===== src/rtl/mopshub_uplink_arbiter.sv =====
// Round-robin arbiter sharing the uplink e-link transmitter among 16 CAN
// receive channels, with per-transfer ack timeout and abort.
module mopshub_uplink_arbiter #(
   parameter int N_BUS   = 16,
   parameter int TIMEOUT = 4000,
   parameter int FRAME_W = 76
) (
   input  logic                     clk,
   input  logic                     rst,
   input  logic [4:0]               n_buses,
   input  logic [N_BUS-1:0]         bus_req,
   input  logic [N_BUS*FRAME_W-1:0] bus_data,
   input  logic                     elink_ack,
   input  logic                     endwait_all,
   output logic [4:0]               can_rec_select,
   output logic [FRAME_W-1:0]       data_rec_uplink,
   output logic                     irq_elink_rec,
   output logic [N_BUS-1:0]         bus_pop,
   output logic                     timeout_err,
   output logic [4:0]               err_bus,
   output logic [15:0]              frame_cnt,
   output logic                     busy
);

   localparam int TW = $clog2(TIMEOUT + 1);

   typedef enum logic [1:0] {IDLE, GRANT, WAIT, HOLD} state_t;

   state_t             state_q, state_d;
   logic [4:0]         sel_q, sel_d;
   logic [FRAME_W-1:0] data_q, data_d;
   logic               irq_q, irq_d;
   logic [N_BUS-1:0]   pop_q, pop_d;
   logic               terr_q, terr_d;
   logic [4:0]         err_bus_q, err_bus_d;
   logic [15:0]        cnt_q, cnt_d;
   logic [3:0]         lg_q, lg_d;
   logic [TW-1:0]      timer_q, timer_d;

   logic [3:0]         nb;
   logic [N_BUS-1:0]   elig;
   logic [FRAME_W-1:0] frames [N_BUS];
   logic               found;
   logic [3:0]         pick;
   logic [3:0]         cur;

   assign nb = n_buses[4] ? 4'd15 : n_buses[3:0];

   always_comb begin
      for (int i = 0; i < N_BUS; i++) begin
         elig[i]   = bus_req[i] && (5'(i) <= {1'b0, nb});
         frames[i] = bus_data[i*FRAME_W +: FRAME_W];
      end
   end

   // Scan starts just after the last grant; the last grant is tried last.
   always_comb begin
      cur   = (lg_q >= nb) ? 4'd0 : lg_q + 4'd1;
      found = 1'b0;
      pick  = 4'd0;
      for (int k = 0; k < N_BUS; k++) begin
         if (!found && elig[cur]) begin
            found = 1'b1;
            pick  = cur;
         end
         cur = (cur >= nb) ? 4'd0 : cur + 4'd1;
      end
   end

   always_comb begin
      state_d   = state_q;
      sel_d     = sel_q;
      data_d    = data_q;
      irq_d     = irq_q;
      pop_d     = '0;
      terr_d    = 1'b0;
      err_bus_d = err_bus_q;
      cnt_d     = cnt_q;
      lg_d      = lg_q;
      timer_d   = timer_q;
      case (state_q)
         IDLE: begin
            if (|elig) state_d = GRANT;
         end
         GRANT: begin
            if (found) begin
               sel_d   = {1'b0, pick};
               data_d  = frames[pick];
               irq_d   = 1'b1;
               timer_d = '0;
               state_d = WAIT;
            end else begin
               irq_d   = 1'b0;
               state_d = IDLE;
            end
         end
         WAIT: begin
            if (elink_ack) begin
               irq_d             = 1'b0;
               pop_d[sel_q[3:0]] = 1'b1;
               cnt_d             = cnt_q + 16'd1;
               lg_d              = sel_q[3:0];
               state_d           = HOLD;
            end else if (timer_q == TW'(TIMEOUT - 1)) begin
               irq_d     = 1'b0;
               terr_d    = 1'b1;
               err_bus_d = sel_q;
               lg_d      = sel_q[3:0];
               state_d   = HOLD;
            end else begin
               timer_d = timer_q + TW'(1);
            end
         end
         HOLD: begin
            state_d = IDLE;
         end
         default: state_d = IDLE;
      endcase
      // Abort discards whatever this cycle decided, including an ack.
      if (endwait_all) begin
         state_d   = IDLE;
         sel_d     = sel_q;
         data_d    = data_q;
         irq_d     = 1'b0;
         pop_d     = '0;
         terr_d    = 1'b0;
         err_bus_d = err_bus_q;
         cnt_d     = cnt_q;
         lg_d      = lg_q;
         timer_d   = '0;
      end
   end

   always_ff @(posedge clk) begin
      if (!rst) begin
         state_q   <= IDLE;
         sel_q     <= '0;
         data_q    <= '0;
         irq_q     <= 1'b0;
         pop_q     <= '0;
         terr_q    <= 1'b0;
         err_bus_q <= '0;
         cnt_q     <= '0;
         lg_q      <= nb;
         timer_q   <= '0;
      end else begin
         state_q   <= state_d;
         sel_q     <= sel_d;
         data_q    <= data_d;
         irq_q     <= irq_d;
         pop_q     <= pop_d;
         terr_q    <= terr_d;
         err_bus_q <= err_bus_d;
         cnt_q     <= cnt_d;
         lg_q      <= lg_d;
         timer_q   <= timer_d;
      end
   end

   assign can_rec_select  = sel_q;
   assign data_rec_uplink = data_q;
   assign irq_elink_rec   = irq_q;
   assign bus_pop         = pop_q;
   assign timeout_err     = terr_q;
   assign err_bus         = err_bus_q;
   assign frame_cnt       = cnt_q;
   assign busy            = (state_q != IDLE);

endmodule

===== config.mk =====
export PLATFORM = sky130hd
export DESIGN_NAME = mopshub_uplink_arbiter
export DESIGN_NICKNAME = d
export VERILOG_FILES = /design/src/rtl/mopshub_uplink_arbiter.sv
export SDC_FILE = /design/constraint.sdc
export NUM_CORES = 1
export LEC_CHECK = 0
export CAP_MARGIN = 20
export CORE_AREA = 3 3 528 530
export DETAILED_ROUTE_END_ITERATION = 16
export DIE_AREA = 0 0 531 533
export DONT_BUFFER_PORTS = 1
export PLACE_DENSITY_LB_ADDON = 0.08
export SYNTH_ARGS = -nofsm -noshare
export SYNTH_HDL_FRONTEND = slang
export SYNTH_SLANG_ARGS = --single-unit

===== constraint.sdc =====
create_clock -name clk -period 46.9 [get_ports clk]
set_clock_uncertainty 0.15 [all_clocks]
set_input_delay 9.38 -clock clk [delete_from_list [all_inputs] [get_ports clk]]
set_output_delay 9.38 -clock clk [all_outputs]
set_load 0.05 [all_outputs]

==> Word-level counts from Yosys, hierarchy flattened <==
Index checks and enable logic that the tools add are counted.
{ "op_classes": {"add_sub_neg": 18, "magnitude_cmp": 50, "n_eq_ne": 12, "muxes": 105, "n_bitwise": 5, "reduce_logical": 60} }
{ "op_table": {"columns": ["operator", "count"], "rows": [
  ["binary-select mux 76 bit (select 4 bit)", 1],
  ["2-to-1 mux 4 bit", 38],
  ["2-to-1 mux 76 bit", 2],
  ["less-than comparator 4 x 5 -> 1 bit (second input constant)", 17],
  ["adder 4 x 1 -> 4 bit (second input constant)", 16],
  ["binary-select mux 1 bit (select 4 bit)", 16],
  [">= comparator 4 bit", 16],
  ["2-to-1 mux 1 bit", 37],
  ["2-to-1 mux 12 bit", 3],
  ["<= comparator 4 bit (first input constant)", 8],
  ["logical AND 1 bit", 31],
  ["case mux 12 bit (2 select lines)", 1],
  ["adder 16 x 1 -> 16 bit (second input constant)", 1],
  ["<= comparator 3 x 4 -> 1 bit (first input constant)", 4],
  ["OR reduction 16 bit", 1],
  ["zero test 1 bit", 15],
  ["adder 12 x 1 -> 12 bit (second input constant)", 1],
  ["equality test 12 bit (second input constant)", 1],
  ["!= test 2 bit (second input constant)", 5],
  ["AND reduction 3 bit", 3],
  ["<= comparator 2 x 4 -> 1 bit (first input constant)", 2],
  ["2-to-1 mux 2 bit", 4],
  ["case mux 2 bit (4 select lines)", 1],
  ["AND reduction 4 bit", 2],
  ["other kinds (17)", 24]
]} }
{ "word_totals": {"regBits": 136, "inputBits": 1241, "out_inout_bits": 121, "elab_cells": 260} }

==> Longest topological paths before layout <==
{ "depth": {"ltp_word": 55, "depth_mapped": 142, "ltp_nobuf": 126} }

==> Least setup slack after synthesis <==
Ideal clock, no wire load.
{ "synth_timing": {"path_type": "input to register", "from": "input port n_buses[4]", "to": "register data_q[0] (netlist: data_rec_uplink[0])", "setup_time_ns": 0.122, "t_arrival_ns": 36.437, "required_time_ns": 46.628, "path_slack_ns": 10.191, "stages": 138, "path_buffers": 18, "cell_sequence": "buf_2 -> buf_1 -> nor2_1 -> ha_1 -> a211o_1 -> a21oi_1 -> inv_2 -> clkbuf_1 -> clkbuf_1 -> ha_1 -> o21ai_0 -> a21oi_1 -> nor2_1 -> clkbuf_1 -> inv_1 -> ha_1 -> nand2b_1 -> a2111oi_1 -> [102 not listed] -> a21oi_1 -> nor2_1 -> a21oi_1 -> nand3b_1 -> mux2i_1 -> a311oi_1 -> nand4_1 -> o2111ai_2 -> or2_0 -> buf_6 -> mux2_4 -> buf_6 -> nor2_4 -> buf_6 -> buf_2 -> a222oi_1 -> a22oi_1 -> o21ai_1"} }
{ "synth_between": {"elab_chain_len": 55, "elab_cells_between_ends": 177, "cone_classes": "add/sub (15); order compare (31); mux (84); bitwise (1); reduce/logical (46)"} }
{ "synth_lines": {"columns": ["item", "line", "rtl"], "rows": [
  ["start: declaration", "10", "input logic [4:0] n_buses,"],
  ["2-to-1 mux 4 bit *", "47", "assign nb = n_buses[4] ? 4'd15 : n_buses[3:0];"],
  ["parallel branches: the longest is 54 deep, another holds >= comparator 4 bit", null, null],
  ["end signal: assignment", "149", "data_q <= data_d;"],
  ["end: declaration", "31", "logic [FRAME_W-1:0] data_q, data_d;"]
]} }
Mark *: on every way between the ends. The select of a mux whose other input is x is not followed.
A chain may end at the register's enable or synchronous reset.

==> Worst setup path in the final report <==
{ "layout_timing": {"from": "input port n_buses[4]", "to": "register data_q[47] (netlist: data_rec_uplink[47])"} }
The elaborated chain is that of the path after synthesis.

==> results by group <==
CTS
  – Clk Tree Root Cell: clkbuf_16
  – Post-CTS Setup Inserts: 0
  – Hold buffer count at cts: 0
  – CTS Buf Count: 25
  – Resized Gates After CTS: 0
  – CTS Buffer Depth: 3
  – Clock sinks: 136
  – CTS tree: done
  – Clock latency on the worst-skew pair: 570 ps
  – Worst-path clk slew: 70 ps
  – H-tree levels: 4

Synth
  – Synth warn: 0
  – Xor/xnor share of the synthesized area: 1.71%
  – Mux contribution to synthesized area: 20.6%
  – Main combinational cell family by area after synthesis: compound AO/OA/AOI/OAI gates
  – Synth area leader: mux2i_1
  – Cell count after synthesis: 3,214
  – Synth Area in Adders: 4.77%
  – Number of synthesized flops with an enable pin: 4
  – Seq cells post-synth: 136
  – Synth unique cells: 103
  – Post-synthesis average cell area: 6.93 sq um
  – Sequential share of the synthesized area: 12.4%
  – Compound-cell area share of the yosys netlist: 28.2%
  – Ys flop type: dfxtp_1
  – Most instantiated cells after synthesis: nand2_1, mux2i_1, nand3_1, clkbuf_1, a21oi_1
  – Area contributors post-synth: mux2i_1, nand2_1, dfxtp_1
  – Top-area cell type share of the netlist area: 19.0%
  – Synth Area in Simple Gates: 25.3%
  – Ys async rst share: 0%
  – Most frequent cell after synthesis: nand2_1
  – Mapped Area: 22,300 sq um

Drt
  – 1st-pass router iterations: 9
  – 1st-iter DRT viols: 2,539
  – Vias: 27,500
  – Final Routed Wirelength: 272 mm
  – DRT antenna net count: 0
  – Via/cell ratio: 4.02
  – DRC viols: 0
  – Drt wl/cell: 39.7 microns

Critical path
  – Data arrival time of the worst path: 42,750 ps
  – Critical path's most frequent cell: a21o_1
  – Delay-heaviest family, CP: compound AO/OA/AOI/OAI gates
  – Req. time, crit path: 47,200 ps
  – CP max-delay cell: mux2i_1
  – Max incr delay on CP: 890 ps
  – WS Path Type: input port to flop
  – Worst-path fanout max: 58
  – Crit path buffers/inverters: 22
  – Setup crit start kind: input port
  – CP Capture Type: flop

Global routing
  – Vias in the first global route: 27,600
  – Antenna violations before repair: 147
  – GR Overflow Total: 0
  – Largest net degree at the start of global routing: 107
  – First-pass GRT wire length: 335 mm
  – Tot GR Track Use: 18.3%

Hold path
  – Worst hold path type: flop to flop

Floorplan
  – Core footprint: 274,000 sq um
  – Num ports: 1,362
  – Starting Density: 8.14%
  – Die Area: 283,000 sq um
  – Num rows: 192
  – Die width: 531 microns
  – Die Y: 533 microns

Timing
  – Setup violators final: 0
  – Worst slew pin tran: 1170 ps
  – Final WS setup: 4450 ps
  – Fmax: 23.6 MHz
  – Rel. slew slack: 22.0%
  – Final period util: 90.5%
  – Final hold vios: 0
  – Total Neg Setup Slack: 0 ps
  – Pins Over Slew Limit: 0
  – Fin Hold WS: 329 ps
  – RSZ-0062 raised after global routing: no
  – Min cycle time layout: 42,450 ps

Placement
  – GP Congestion: 0.855
  – Port bufs: 0
  – HPWL after DPL: 232 mm
  – Setup WS pre-CTS: 3880 ps

Final layout
  – Post-layout nets: 4,530
  – Area Overhead vs Synth: 28.7%
  – Share of layout cells above drive strength 1: 11.6%
  – Post-layout util: 10.5%

Job
  – Max-cap violations: 0

Run status
  – Status: completed
-- through the flow --
step	cell area, sq um	std cells
after floorplan	22300	3215
after global placement	27700	6753
after detailed placement	27700	6755
after CTS	28400	6787
after global routing	28600	6826
final	28700	6842
-- cells by family (layout without fill, tap and decap cells) --
family                     Yosys count  after routing
other                                1             46
AOI/OAI and AO/OA                  885            885
muxes                              444            444
adders and majority gates           85             85
DFF                                136            136
buffers and inverters              339            333
and+or+nand+nor                   1283           1283
xor gates and xnor gates            41             41
-- layout by cell type (no fill, tap or decap), types with 18 or more instances in the layout --
| cell | Yosys | routed |
|---|---|---|
| nand2b_1 | 23 | 23 |
| and3_1 | 25 | 25 |
| dfxtp_1 | 132 | 132 |
| a22oi_1 | 90 | 90 |
| mux2i_1 | 422 | 397 |
| a222oi_1 | 75 | 75 |
| buf_12 | 0 | 28 |
| o2111ai_1 | 75 | 75 |
| nor3_1 | 55 | 55 |
| ha_1 | 85 | 85 |
| a21oi_1 | 162 | 162 |
| o21ai_0 | 60 | 58 |
| inv_1 | 59 | 59 |
| a21o_1 | 45 | 45 |
| buf_4 | 23 | 198 |
| nand3_1 | 187 | 187 |
| o21ai_1 | 80 | 72 |
| xnor2_1 | 27 | 27 |
| diode_2 | 0 | 44 |
| o22ai_1 | 18 | 18 |
| nand2_1 | 737 | 737 |
| clkbuf_16 | 0 | 25 |
| nor2_1 | 132 | 130 |
| o211ai_1 | 37 | 37 |
| and2_1 | 34 | 34 |
| a31oi_1 | 97 | 97 |
| mux2i_2 | 3 | 27 |
-- path summary, 6_finish.rpt --
path / to / startpoint / depth (start not counted) / slack [ps]
max: data_rec_uplink[47]$_SDFFE_PN0P_ / n_buses[4] / 127 / 4450
min: timer_q[1]$_SDFFE_PP0P_ / timer_q[1]$_SDFFE_PP0P_ / 2 / 330
max reg2reg: data_rec_uplink[47]$_SDFFE_PN0P_ / lg_q[0]$_DFFE_PP_ / 126 / 13230
min reg2reg: timer_q[1]$_SDFFE_PP0P_ / timer_q[1]$_SDFFE_PP0P_ / 2 / 330
-- metal layers --
metal | GRT usage [%] | share of wire [%]
met1 | 22.0 | 40
met2 | 31.3 | 48
met3 | 5.19 | 7.6
met4 | 5.91 | 3.8
met5 | 0 | 0.13
-- state kept, by name, summed over array words and instances, names as in the netlist, named ones only --
name and flops:
timer_q 12, state_q 1, lg_q 4, err_bus 4, can_rec_select 4, data_rec_uplink 76, irq_elink_rec 1, bus_pop 16
frame_cnt 16, timeout_err 1
-- layout make-up --
class / count / area (sq um)
Antenna cell: 44 / 110
Clock buffer: 29 / 661
Clock inverter: 3 / 42.5
Fill cell: 32100 / 245000
Inverter: 65 / 244
Multi-Input combinational cell: 2740 / 18200
Sequential cell: 136 / 2760
Tap cell: 3589 / 4490
Timing Repair Buffer: 236 / 2170
-- worst register-to-register path: cells and delay by family (launching register included) --
family | cells | cell delay (ps)
buffers and inverters | 22 | 5320
AOI/OAI and AO/OA | 56 | 13670
and+or+nand+nor | 30 | 7510
DFF | 1 | 510
adders and majority gates | 16 | 5240
muxes | 2 | 1100
Power is not shown: default switching activity piles up to over one toggle a cycle in this logic, so the estimate is an artifact.
